$ cat src/rtl/egress_cpld_gen_if.sv
// egress_cpld_gen_if: read-request, register-read and egress TLP stream signals of the completion generator
interface egress_cpld_gen_if;
    logic        rdreq_valid;
    logic        rdreq_rdy;
    logic [15:0] rdreq_req_id;
    logic [7:0]  rdreq_tag;
    logic [11:0] rdreq_addr;
    logic [9:0]  rdreq_len;
    logic [2:0]  rdreq_tc;
    logic [1:0]  rdreq_attr;
    logic        rd_req;
    logic [9:0]  rd_tdest;
    logic [31:0] rd_data;
    logic        rd_vld;
    logic [63:0] tx_data;
    logic [1:0]  tx_keep;
    logic        tx_last;
    logic        tx_valid;
    logic        tx_rdy;

    modport master (
        output rdreq_valid, rdreq_req_id, rdreq_tag, rdreq_addr, rdreq_len, rdreq_tc, rdreq_attr,
        input  rdreq_rdy,
        input  rd_req, rd_tdest,
        output rd_data, rd_vld,
        input  tx_data, tx_keep, tx_last, tx_valid,
        output tx_rdy
    );

    modport slave (
        input  rdreq_valid, rdreq_req_id, rdreq_tag, rdreq_addr, rdreq_len, rdreq_tc, rdreq_attr,
        output rdreq_rdy,
        output rd_req, rd_tdest,
        input  rd_data, rd_vld,
        output tx_data, tx_keep, tx_last, tx_valid,
        input  tx_rdy
    );
endinterface

$ cat src/rtl/egress_cpld_gen.sv
// egress_cpld_gen: turns a register-space memory read into one register read and a CplD (1 DW) or a UR Cpl (any other length)
module egress_cpld_gen #(
    parameter int RD_TIMEOUT = 255
) (
    input logic        clk,
    input logic        rst,
    input logic [15:0] completer_id,
    egress_cpld_gen_if.slave bus
);
    typedef enum logic [2:0] {IDLE, RD, WAIT, BEAT0, BEAT1} state_t;
    state_t      state;
    logic [15:0] req_id;
    logic [7:0]  tag;
    logic [6:0]  lower_addr;
    logic [2:0]  tc;
    logic [1:0]  attr;
    logic        ur;
    logic [7:0]  cnt;
    logic [31:0] data;
    logic [31:0] dw2;
    logic        accept;

    // Header DWs travel in PCIe byte order: byte 0 (fmt/type) lands in bits [7:0]
    function automatic logic [31:0] be(input logic [31:0] d);
        return {d[7:0], d[15:8], d[23:16], d[31:24]};
    endfunction

    function automatic logic [63:0] beat0(input logic [2:0] t, input logic [1:0] a, input logic u);
        return {be({completer_id, 2'b00, u, 1'b0, 12'd4}),
                be({1'b0, u ? 2'b00 : 2'b10, 5'b01010, 1'b0, t, 4'b0, 2'b00, a, 2'b00, u ? 10'd0 : 10'd1})};
    endfunction

    assign dw2    = be({req_id, tag, 1'b0, lower_addr});
    assign accept = bus.rdreq_valid && bus.rdreq_rdy;

    always_ff @(posedge clk or posedge rst) begin
        if (rst) begin
            state         <= IDLE;
            bus.rdreq_rdy <= 1'b0;
            bus.rd_req    <= 1'b0;
            bus.rd_tdest  <= '0;
            bus.tx_valid  <= 1'b0;
            bus.tx_last   <= 1'b0;
            bus.tx_keep   <= '0;
            bus.tx_data   <= '0;
            cnt           <= '0;
            ur            <= 1'b0;
            req_id        <= '0;
            tag           <= '0;
            lower_addr    <= '0;
            tc            <= '0;
            attr          <= '0;
            data          <= '0;
        end else begin
            case (state)
                IDLE: begin
                    bus.rdreq_rdy <= !accept;
                    if (accept) begin
                        req_id       <= bus.rdreq_req_id;
                        tag          <= bus.rdreq_tag;
                        lower_addr   <= bus.rdreq_addr[6:0];
                        tc           <= bus.rdreq_tc;
                        attr         <= bus.rdreq_attr;
                        bus.rd_tdest <= bus.rdreq_addr[11:2];
                        if (bus.rdreq_len == 10'd1) begin
                            state      <= RD;
                            bus.rd_req <= 1'b1;
                        end else begin
                            ur           <= 1'b1;
                            state        <= BEAT0;
                            bus.tx_valid <= 1'b1;
                            bus.tx_keep  <= 2'b11;
                            bus.tx_data  <= beat0(bus.rdreq_tc, bus.rdreq_attr, 1'b1);
                        end
                    end
                end
                RD: begin
                    bus.rd_req <= 1'b0;
                    cnt        <= '0;
                    if (bus.rd_vld) begin
                        data         <= bus.rd_data;
                        state        <= BEAT0;
                        bus.tx_valid <= 1'b1;
                        bus.tx_keep  <= 2'b11;
                        bus.tx_data  <= beat0(tc, attr, 1'b0);
                    end else begin
                        state <= WAIT;
                    end
                end
                WAIT: begin
                    cnt <= cnt + 8'd1;
                    // A timed-out read still completes successfully, with all-ones data
                    if (bus.rd_vld || cnt == 8'(RD_TIMEOUT - 1)) begin
                        data         <= bus.rd_vld ? bus.rd_data : 32'hFFFF_FFFF;
                        state        <= BEAT0;
                        bus.tx_valid <= 1'b1;
                        bus.tx_keep  <= 2'b11;
                        bus.tx_data  <= beat0(tc, attr, 1'b0);
                    end
                end
                BEAT0: begin
                    if (bus.tx_rdy) begin
                        state       <= BEAT1;
                        bus.tx_data <= {ur ? 32'h0 : data, dw2};
                        bus.tx_keep <= ur ? 2'b01 : 2'b11;
                        bus.tx_last <= 1'b1;
                    end
                end
                BEAT1: begin
                    if (bus.tx_rdy) begin
                        state         <= IDLE;
                        bus.tx_valid  <= 1'b0;
                        bus.tx_last   <= 1'b0;
                        bus.tx_keep   <= '0;
                        bus.tx_data   <= '0;
                        ur            <= 1'b0;
                        bus.rdreq_rdy <= 1'b1;
                    end
                end
                default: state <= IDLE;
            endcase
        end
    end
endmodule

$ cat src/flat_wrapper.sv
// flat-port wrapper written by rule: the top's interface ports become plain ports
module egress_cpld_gen_flat 
#(
    parameter int RD_TIMEOUT = 255
)
  (clk, rst, completer_id, bus_rdreq_valid, bus_rdreq_req_id, bus_rdreq_tag, bus_rdreq_addr, bus_rdreq_len, bus_rdreq_tc, bus_rdreq_attr, bus_rdreq_rdy, bus_rd_req, bus_rd_tdest, bus_rd_data, bus_rd_vld, bus_tx_data, bus_tx_keep, bus_tx_last, bus_tx_valid, bus_tx_rdy);
  egress_cpld_gen_if bus_i ();
  input logic clk;
  input logic rst;
  input logic [15:0] completer_id;
  input wire logic [$bits(bus_i.rdreq_valid)-1:0] bus_rdreq_valid;
  input wire logic [$bits(bus_i.rdreq_req_id)-1:0] bus_rdreq_req_id;
  input wire logic [$bits(bus_i.rdreq_tag)-1:0] bus_rdreq_tag;
  input wire logic [$bits(bus_i.rdreq_addr)-1:0] bus_rdreq_addr;
  input wire logic [$bits(bus_i.rdreq_len)-1:0] bus_rdreq_len;
  input wire logic [$bits(bus_i.rdreq_tc)-1:0] bus_rdreq_tc;
  input wire logic [$bits(bus_i.rdreq_attr)-1:0] bus_rdreq_attr;
  output wire logic [$bits(bus_i.rdreq_rdy)-1:0] bus_rdreq_rdy;
  output wire logic [$bits(bus_i.rd_req)-1:0] bus_rd_req;
  output wire logic [$bits(bus_i.rd_tdest)-1:0] bus_rd_tdest;
  input wire logic [$bits(bus_i.rd_data)-1:0] bus_rd_data;
  input wire logic [$bits(bus_i.rd_vld)-1:0] bus_rd_vld;
  output wire logic [$bits(bus_i.tx_data)-1:0] bus_tx_data;
  output wire logic [$bits(bus_i.tx_keep)-1:0] bus_tx_keep;
  output wire logic [$bits(bus_i.tx_last)-1:0] bus_tx_last;
  output wire logic [$bits(bus_i.tx_valid)-1:0] bus_tx_valid;
  input wire logic [$bits(bus_i.tx_rdy)-1:0] bus_tx_rdy;
  assign bus_i.rdreq_valid = bus_rdreq_valid;
  assign bus_i.rdreq_req_id = bus_rdreq_req_id;
  assign bus_i.rdreq_tag = bus_rdreq_tag;
  assign bus_i.rdreq_addr = bus_rdreq_addr;
  assign bus_i.rdreq_len = bus_rdreq_len;
  assign bus_i.rdreq_tc = bus_rdreq_tc;
  assign bus_i.rdreq_attr = bus_rdreq_attr;
  assign bus_rdreq_rdy = bus_i.rdreq_rdy;
  assign bus_rd_req = bus_i.rd_req;
  assign bus_rd_tdest = bus_i.rd_tdest;
  assign bus_i.rd_data = bus_rd_data;
  assign bus_i.rd_vld = bus_rd_vld;
  assign bus_tx_data = bus_i.tx_data;
  assign bus_tx_keep = bus_i.tx_keep;
  assign bus_tx_last = bus_i.tx_last;
  assign bus_tx_valid = bus_i.tx_valid;
  assign bus_i.tx_rdy = bus_tx_rdy;
  egress_cpld_gen #(.RD_TIMEOUT(RD_TIMEOUT)) u_core (.clk(clk), .rst(rst), .completer_id(completer_id), .bus(bus_i));
endmodule
$ cat config.mk
export PLATFORM = sky130hd
export DESIGN_NAME = egress_cpld_gen_flat
export DESIGN_NICKNAME = d
export VERILOG_FILES = /design/src/rtl/egress_cpld_gen_if.sv /design/src/rtl/egress_cpld_gen.sv /design/src/flat_wrapper.sv
export SDC_FILE = /design/constraint.sdc
export NUM_CORES = 1
export LEC_CHECK = 0
export ABC_AREA = 1
export ABC_CLOCK_PERIOD_IN_PS = 18950
export CAP_MARGIN = 30
export CORE_MARGIN = 8
export CORE_UTILIZATION = 55
export DETAILED_ROUTE_END_ITERATION = 7
export DONT_BUFFER_PORTS = 1
export GPL_TIMING_DRIVEN = 0
export PLACE_DENSITY_LB_ADDON = 0.08
export SYNTH_ARGS = -nofsm -noshare
export SYNTH_HDL_FRONTEND = slang
export SYNTH_SLANG_ARGS = --single-unit
export TNS_END_PERCENT = 50
$ cat constraint.sdc
create_clock -name clk -period 18.95 [get_ports clk]
set_clock_uncertainty 0.05 [all_clocks]
set_input_delay 5.685 -clock clk [delete_from_list [all_inputs] [get_ports clk]]
set_output_delay 5.685 -clock clk [all_outputs]
set_load 0.01 [all_outputs]
==> results.md, run 1 <==
* Core box area at 12520 µm²
* Number of diodes at 0
* RSZ-0062 raised after global routing: no
* Top Usage Layer GRT: met2
* Status: complete, no violations
* Filler Cells Inserted at 1146
* Hpwl dp at ~12000 µm
* First-pass GRT wire length at 26410 µm
* Worst EP required at 13.22 ns
* Fin nets at 900
* Area growth from synthesis to layout at 13.17%
* Clk buf depth at 2
* Share of cells above drive strength 1 at 21.56%
* Number of vias per cell at 5.139
* Chip height at 128.6 µm
* Row cnt at 41
* Reg power frac at between 30% and 40%
* Final Wtd Congestion at about 0.87
* Final hold slack at approximately 0.42 ns
* WHS Path Cells at 2
* Max Slew Vio Count at 0
* Type of origin of the critical path: flip-flop
* Sw Ratio at 40.11%
* Post-CTS sizing at 0
* Die width at 128.6 µm
* F_max at 149.1 MHz
* Max Cap Viol at 0
* Grt total ovfl at 0
* DR WL/cell at 16.88 µm
* CTS HTree Levels at 4
* Met1 Use GR at between 20% and 30%
* CTS tree: done
* Vias in the first global route at about 5100
* Io pins at 184
* Grt met2 use at about 33%
* Bufs and invs on worst path at 1
* Crit. End Element: primary output
* Remaining DRCs at 0
* Psw at 0.0006351 W
* Hold/Removal Path Class: flip-flop to flip-flop
* Internal at 0.0009484 W
* Root Buffer: clkbuf_16
* Detailed Routing Iterations Pass 1 at 4
* Crit path DAT at 0.97 ns
* Synth Register Bits at 154
* Met3 GRT Util at 8.895%
* Die area at 16540 µm²
* Final setup fails at 0
* Fin Setup TNS at 0 ns
* YS warnings at 0
* Sequential fraction of the synthesis area at 55.27%
* Top Family by Delay on Critical Path: flip-flops
* Slowest cell on crit path: dfrtp_1
* Max IR drop VDD at roughly 0.12 mV
* Antenna viol nets, final at 0
* Post-synthesis instance total at 774
* Count of cell types in the netlist at 32
* CTS buffer count at 17
* Post-Syn Area per Cell at 9.009 µm²
* Worst skew pair latency at ~0.42 ns
* Hold violation count in the final report at 0
* Postcts setup bufs at 0
* Cell breakdown of the critical path: buf_4
* Leakage at about 4.0 nW
* Pin count of the biggest net entering global routing at 99
* CTS Hold Bufs at 0
* Hold Crit Start: u_core.req_id[12]
* Via count at approximately 5000
* R2r endpoint: u_core.bus.tx_data[17]
* R2r setup slk at between 15 and 20 ns
* Initial antenna violation count at 3
* Least-Margin Pin Slew at 0.5495 ns
* Post-Route WL at 16520 µm
* Fin crit period at 6.706 ns
* R2R cell count at 6
* Mapped cell area at between 6000 and 7000 µm²
* Worst r2r src: u_core.state[2]
* DR iter-0 viols at between 300 and 400
* Slew headroom at 63.23%
* Critical path type: flip-flop to primary output
* Syn Nets at 880
* End of the worst hold path: u_core.bus.tx_data[4]
* CTS clk-pin slew, worst paths at 0.07 ns
* Clock power frac at 24.1%
* Initial core utilization at a little under three fifths
* Combinational share of power at 37.7%
* Sink Count at 154
* Crit share post-route at 35.39%
* Area of the multi-input gates at 2694 µm²
* Port bufs at 0
* Total track usage at between 20% and 30%
* Power Dens Cells at around 200 nW/µm²
* Critical path fanouts, max at 3
* Reg area at 3854 µm²
* Critical Path Max Stage Delay at 0.40 ns
## layout by cell type (no fill, tap or decap), types with 5 or more instances in the layout
cell	synthesis	final
a21oi_1	14	14
dfrtp_1	154	154
mux2_2	34	34
clkbuf_1	7	7
clkbuf_16	0	17
nor2_1	71	71
nand3_1	12	12
o21ai_1	31	31
buf_12	6	6
inv_2	5	5
o21ai_0	23	23
buf_2	18	18
nand2_2	55	55
bufinv_16	0	5
inv_6	0	5
inv_1	30	29
buf_4	6	6
nand2_1	279	279
## Yosys cell counts (all sizes together)
cell,count,area (µm²)
dfrtp,154,3854
nand2,337,1425
o21ai,54,270.3
a211oi,1,7.510
inv,35,131.4
ha,2,25.02
conb,1,3.750
mux2,34,382.9
a22oi,3,22.52
nand3b,1,7.510
nor3,2,10.01
nand3,16,115.1
nand4,1,6.260
clkinv,1,3.750
buf,31,259.0
clkbuf,8,31.28
a21oi,15,78.83
nor2,78,339.1
## kinds of logic after synthesis
family / after synthesis / share of synthesized area [%]
flops: 154 / 55.27
fa+ha+maj: 2 / 0.3588
mux: 34 / 5.491
other cells: 1 / 0.05378
simple gates: 435 / 27.29
compound gates: 73 / 5.437
buf+inv: 75 / 6.101
## state kept, by name (all words and copies together), names as in the netlist
signal and count:
u_core.state 3, u_core.bus.rd_tdest 10, u_core.data 32, u_core.req_id 16, u_core.bus.tx_last 1, u_core.bus.tx_data 63, u_core.ur 1, u_core.bus.tx_keep 2
u_core.bus.tx_valid 1, u_core.cnt 8, u_core.attr 2, u_core.bus.rd_req 1, u_core.tc 3, u_core.tag 8, u_core.lower_addr 2, u_core.bus.rdreq_rdy 1
## how the worst max path moves through the flow
stage,slack (ns),startpoint,to,cells after the start
after floorplan,9.07,rst,u_core.attr[0],1
after global placement,7.61,rst,u_core.cnt[2],1
after detailed placement,11.92,bus_tx_rdy,u_core.bus.tx_data[17],5
after CTS,12.23,u_core.bus.rd_tdest[2],bus_rd_tdest[2],1
after global routing,12.20,u_core.bus.rd_tdest[2],bus_rd_tdest[2],1
final,12.24,u_core.bus.rd_tdest[3],bus_rd_tdest[3],1
## through the flow
step	total power [W]	utilization (%)	instances	setup WS, ns	cell area [µm²]
after floorplan	0.001060	-	774	9.065	6973
after global placement	0.001190	57.43	946	7.609	7188
after detailed placement	0.001213	57.69	947	11.92	7221
after CTS	0.001600	63.04	979	12.23	7891
after global routing	0.001704	63.04	979	12.20	7891
final	0.001584	63.04	979	12.24	7891
## routing by layer
metal	wire [µm]	share of wire, %
met5	26	0.16
met4	279	1.7
met3	1799	11
met2	7791	47
met1	6626	40
## area by class of cell
type	instances	area share [%]
clock inverters	14	2.933
inverters	36	1.776
flip-flops and latches	154	48.83
well taps	172	2.727
plain buffers	39	3.678
multi-input cells	545	34.14
repair buffers	1	0.3488
clock buffers	18	5.565
## power groups by stage
stage | combinational [W] | clock [W] | sequential [W]
final | 0.000596 | 0.000382 | 0.000605
after global routing | 0.000675 | 0.000404 | 0.000625
after CTS | 0.000604 | 0.000388 | 0.000608
after detailed placement | 0.000602 | 0 | 0.000612
after global placement | 0.000583 | 0 | 0.000607
after floorplan | 0.000481 | 0 | 0.000579
Power figures use the tool's default switching activity.
==> run 2: changes to the inputs <==
ABC_CLOCK_PERIOD_IN_PS = 5700   (was 18950)
clock period = 5.7 ns   (was 18.95 ns; I/O delays follow)
==> results.md, run 2 (synthesized netlist as in run 1, its figures left out) <==
* Status: complete, no violations (unchanged)
* Placed cell count at 950 (was 947)
* Clk buf depth at 2 (unchanged)
* Detailed Routing Iterations Pass 1 at 4 (unchanged)
* Vias in the first global route at 5078 (was 5070)
* Total track usage at 20.99% (was 20.73%)
* Chip height at 128.6 µm (unchanged)
* First-pass GRT wire length at 26920 µm (was 26410 µm)
* Io pins at 184 (unchanged)
* Top Family by Delay on Critical Path: flip-flops (unchanged)
* F_max at 364.6 MHz
* Hold/Removal Path Class: flip-flop to flip-flop (unchanged)
* Most common cell after layout, fill and taps aside: nand2_1 (unchanged)
* CTS tree: done (unchanged)
* Critical path fanouts, max at 3 (unchanged)
* Post-Route WL at 16880 µm (was 16520 µm)
* Most frequent cells in the layout: nand2_1, dfrtp_1, nor2_1, nand2_2, mux2_2 (unchanged)
* Fin nets at 903 (was 900)
* Share of cells above drive strength 1 at 21.85% (was 21.56%)
* Postcts setup bufs at 0 (unchanged)
* Crit path DAT at 0.98 ns (was 0.97 ns)
* Leakage at 3.982 nW (was 3.980 nW)
* Row cnt at 41 (unchanged)
* Area growth from synthesis to layout at 13.26% (was 13.17%)
* CTS clk-pin slew, worst paths at 0.07 ns (about the same)
* Cell breakdown of the critical path: buf_4 (unchanged)
* Crit. End Element: primary output (unchanged)
* Critical path type: flip-flop to primary output (unchanged)
* Final setup fails at 0 (unchanged)
* Antenna viol nets, final at 0 (unchanged)
* Worst skew pair latency at 0.42 ns (about the same)
* Crit share post-route at 48.12%
* Bufs and invs on worst path at 1 (unchanged)
* Power Dens Cells at 659.3 nW/µm² (was 200.7 nW/µm²)
* CTS HTree Levels at 4 (unchanged)
* Slowest cell on crit path: dfrtp_1 (unchanged)
* Grt total ovfl at 0 (unchanged)
* RSZ-0062 raised after global routing: no (unchanged)
* Pin count of the biggest net entering global routing at 43 (was 99)
* Least-Margin Pin Slew at 0.5632 ns (was 0.5495 ns)
* Hpwl dp at 12820 µm (was 12440 µm)
* Fin crit period at 2.743 ns
* Max Cap Viol at 0 (unchanged)
* Via count at 5075 (was 5031)
* Initial antenna violation count at 2 (was 3)
* DR WL/cell at 17.17 µm (was 16.88 µm)
* Port bufs at 0 (unchanged)
* Sink Count at 154 (unchanged)
* Largest Register: u_core.bus.tx_data (unchanged)
* Area of the multi-input gates at 2694 µm² (unchanged)
* Slew headroom at 62.38% (was 63.23%)
* Critical Path Max Stage Delay at 0.41 ns (was 0.40 ns)
* Max reg flops at 63 (unchanged)
* Max Slew Vio Count at 0 (unchanged)
* Initial core utilization at 55.71% (unchanged)
* Filler Cells Inserted at 1103 (was 1146)
* Remaining DRCs at 0 (unchanged)
* Reg area at 3854 µm² (unchanged)
* CTS buffer count at 17 (unchanged)
* Root Buffer: clkbuf_16 (unchanged)
* CTS Hold Bufs at 0 (unchanged)
* Post-CTS sizing at 0 (unchanged)
* Die area at 16540 µm² (unchanged)
* Max IR drop VDD at 0.3255 mV (was 0.1185 mV)
* Fin Setup TNS at 0 ns (unchanged)
* Biggest regs: u_core.bus.tx_data x63, u_core.data x32, u_core.req_id x16 (unchanged)
* Hold violation count in the final report at 0 (unchanged)
* Core box area at 12520 µm² (unchanged)
* Type of origin of the critical path: flip-flop (unchanged)
* Final Wtd Congestion at 0.8799 (was 0.8739)
* Die width at 128.6 µm (unchanged)
* Worst EP required at 3.94 ns (was 13.22 ns)
* DR iter-0 viols at 369 (was 336)
* Finished Layout Cells at 983 (was 979)
* Number of vias per cell at 5.163 (was 5.139)
-- run 2: layer usage --
| layer | wire length (µm) | global-route usage, % |
|---|---|---|
| met1 | 6823 | 25.16 |
| met2 | 8117 | 33.86 |
| met3 | 1630 | 7.406 |
| met4 | 290 | 8.777 |
| met5 | 13 | 0 |
-- run 2: report_power, final --
group / internal (W) / leakage [nW] / switching, W / total (W)
sequential: 0.00158 / 1.93 / 0.000444 / 0.00202
combinational: 0.000778 / 1.75 / 0.00123 / 0.00201
clock: 0.000711 / 0.304 / 0.000465 / 0.00118
total: 0.00307 / 3.98 / 0.00214 / 0.00521
-- run 2: worst paths after layout --
path / from / to / slack, ns / cells past startpoint
setup / recovery: u_core.bus.rd_tdest[3] / bus_rd_tdest[3] / 2.96 / 1
hold / removal: u_core.req_id[8] / u_core.bus.tx_data[0] / 0.42 / 2
setup reg to reg: u_core.state[2] / u_core.bus.tx_data[22] / 3.73 / 6
hold reg to reg: u_core.req_id[8] / u_core.bus.tx_data[0] / 0.42 / 2
max in group asynchronous: rst / u_core.bus.tx_data[9] / 3.17 / 5
min in group asynchronous: rst / u_core.bus.tx_data[17] / 1.16 / 1
-- run 2: per-stage QoR --
stage / setup slack (ns) / hold slack, ns / instance area [µm²] / power [W] / utilization (%)
6_report: 2.957 / 0.4207 / 7898 / 0.005207 / 63.09
5_1_grt: 2.917 / 0.4420 / 7898 / 0.005590 / 63.09
4_1_cts: 2.954 / 0.4230 / 7895 / 0.005254 / 63.07
3_5_place_dp: 2.657 / 0.4159 / 7272 / 0.004061 / 58.10
3_3_place_gp: 1.263 / 0.4025 / 7192 / 0.003973 / 57.46
2_1_floorplan: 1.995 / 0.3934 / 6977 / 0.003525 / -
-- run 2: cell type report --
| cell class | instances | share of cell area [%] |
|---|---|---|
| Antenna cell | 1 | 0.03169 |
| Timing Repair Buffer | 4 | 1.014 |
| Clock inverter | 14 | 2.329 |
| Multi-Input combinational cell | 545 | 34.11 |
| Inverter | 36 | 1.759 |
| Clock buffer | 18 | 5.561 |
| Sequential cell | 154 | 48.80 |
| Buffer | 39 | 3.676 |
| Tap cell | 172 | 2.725 |
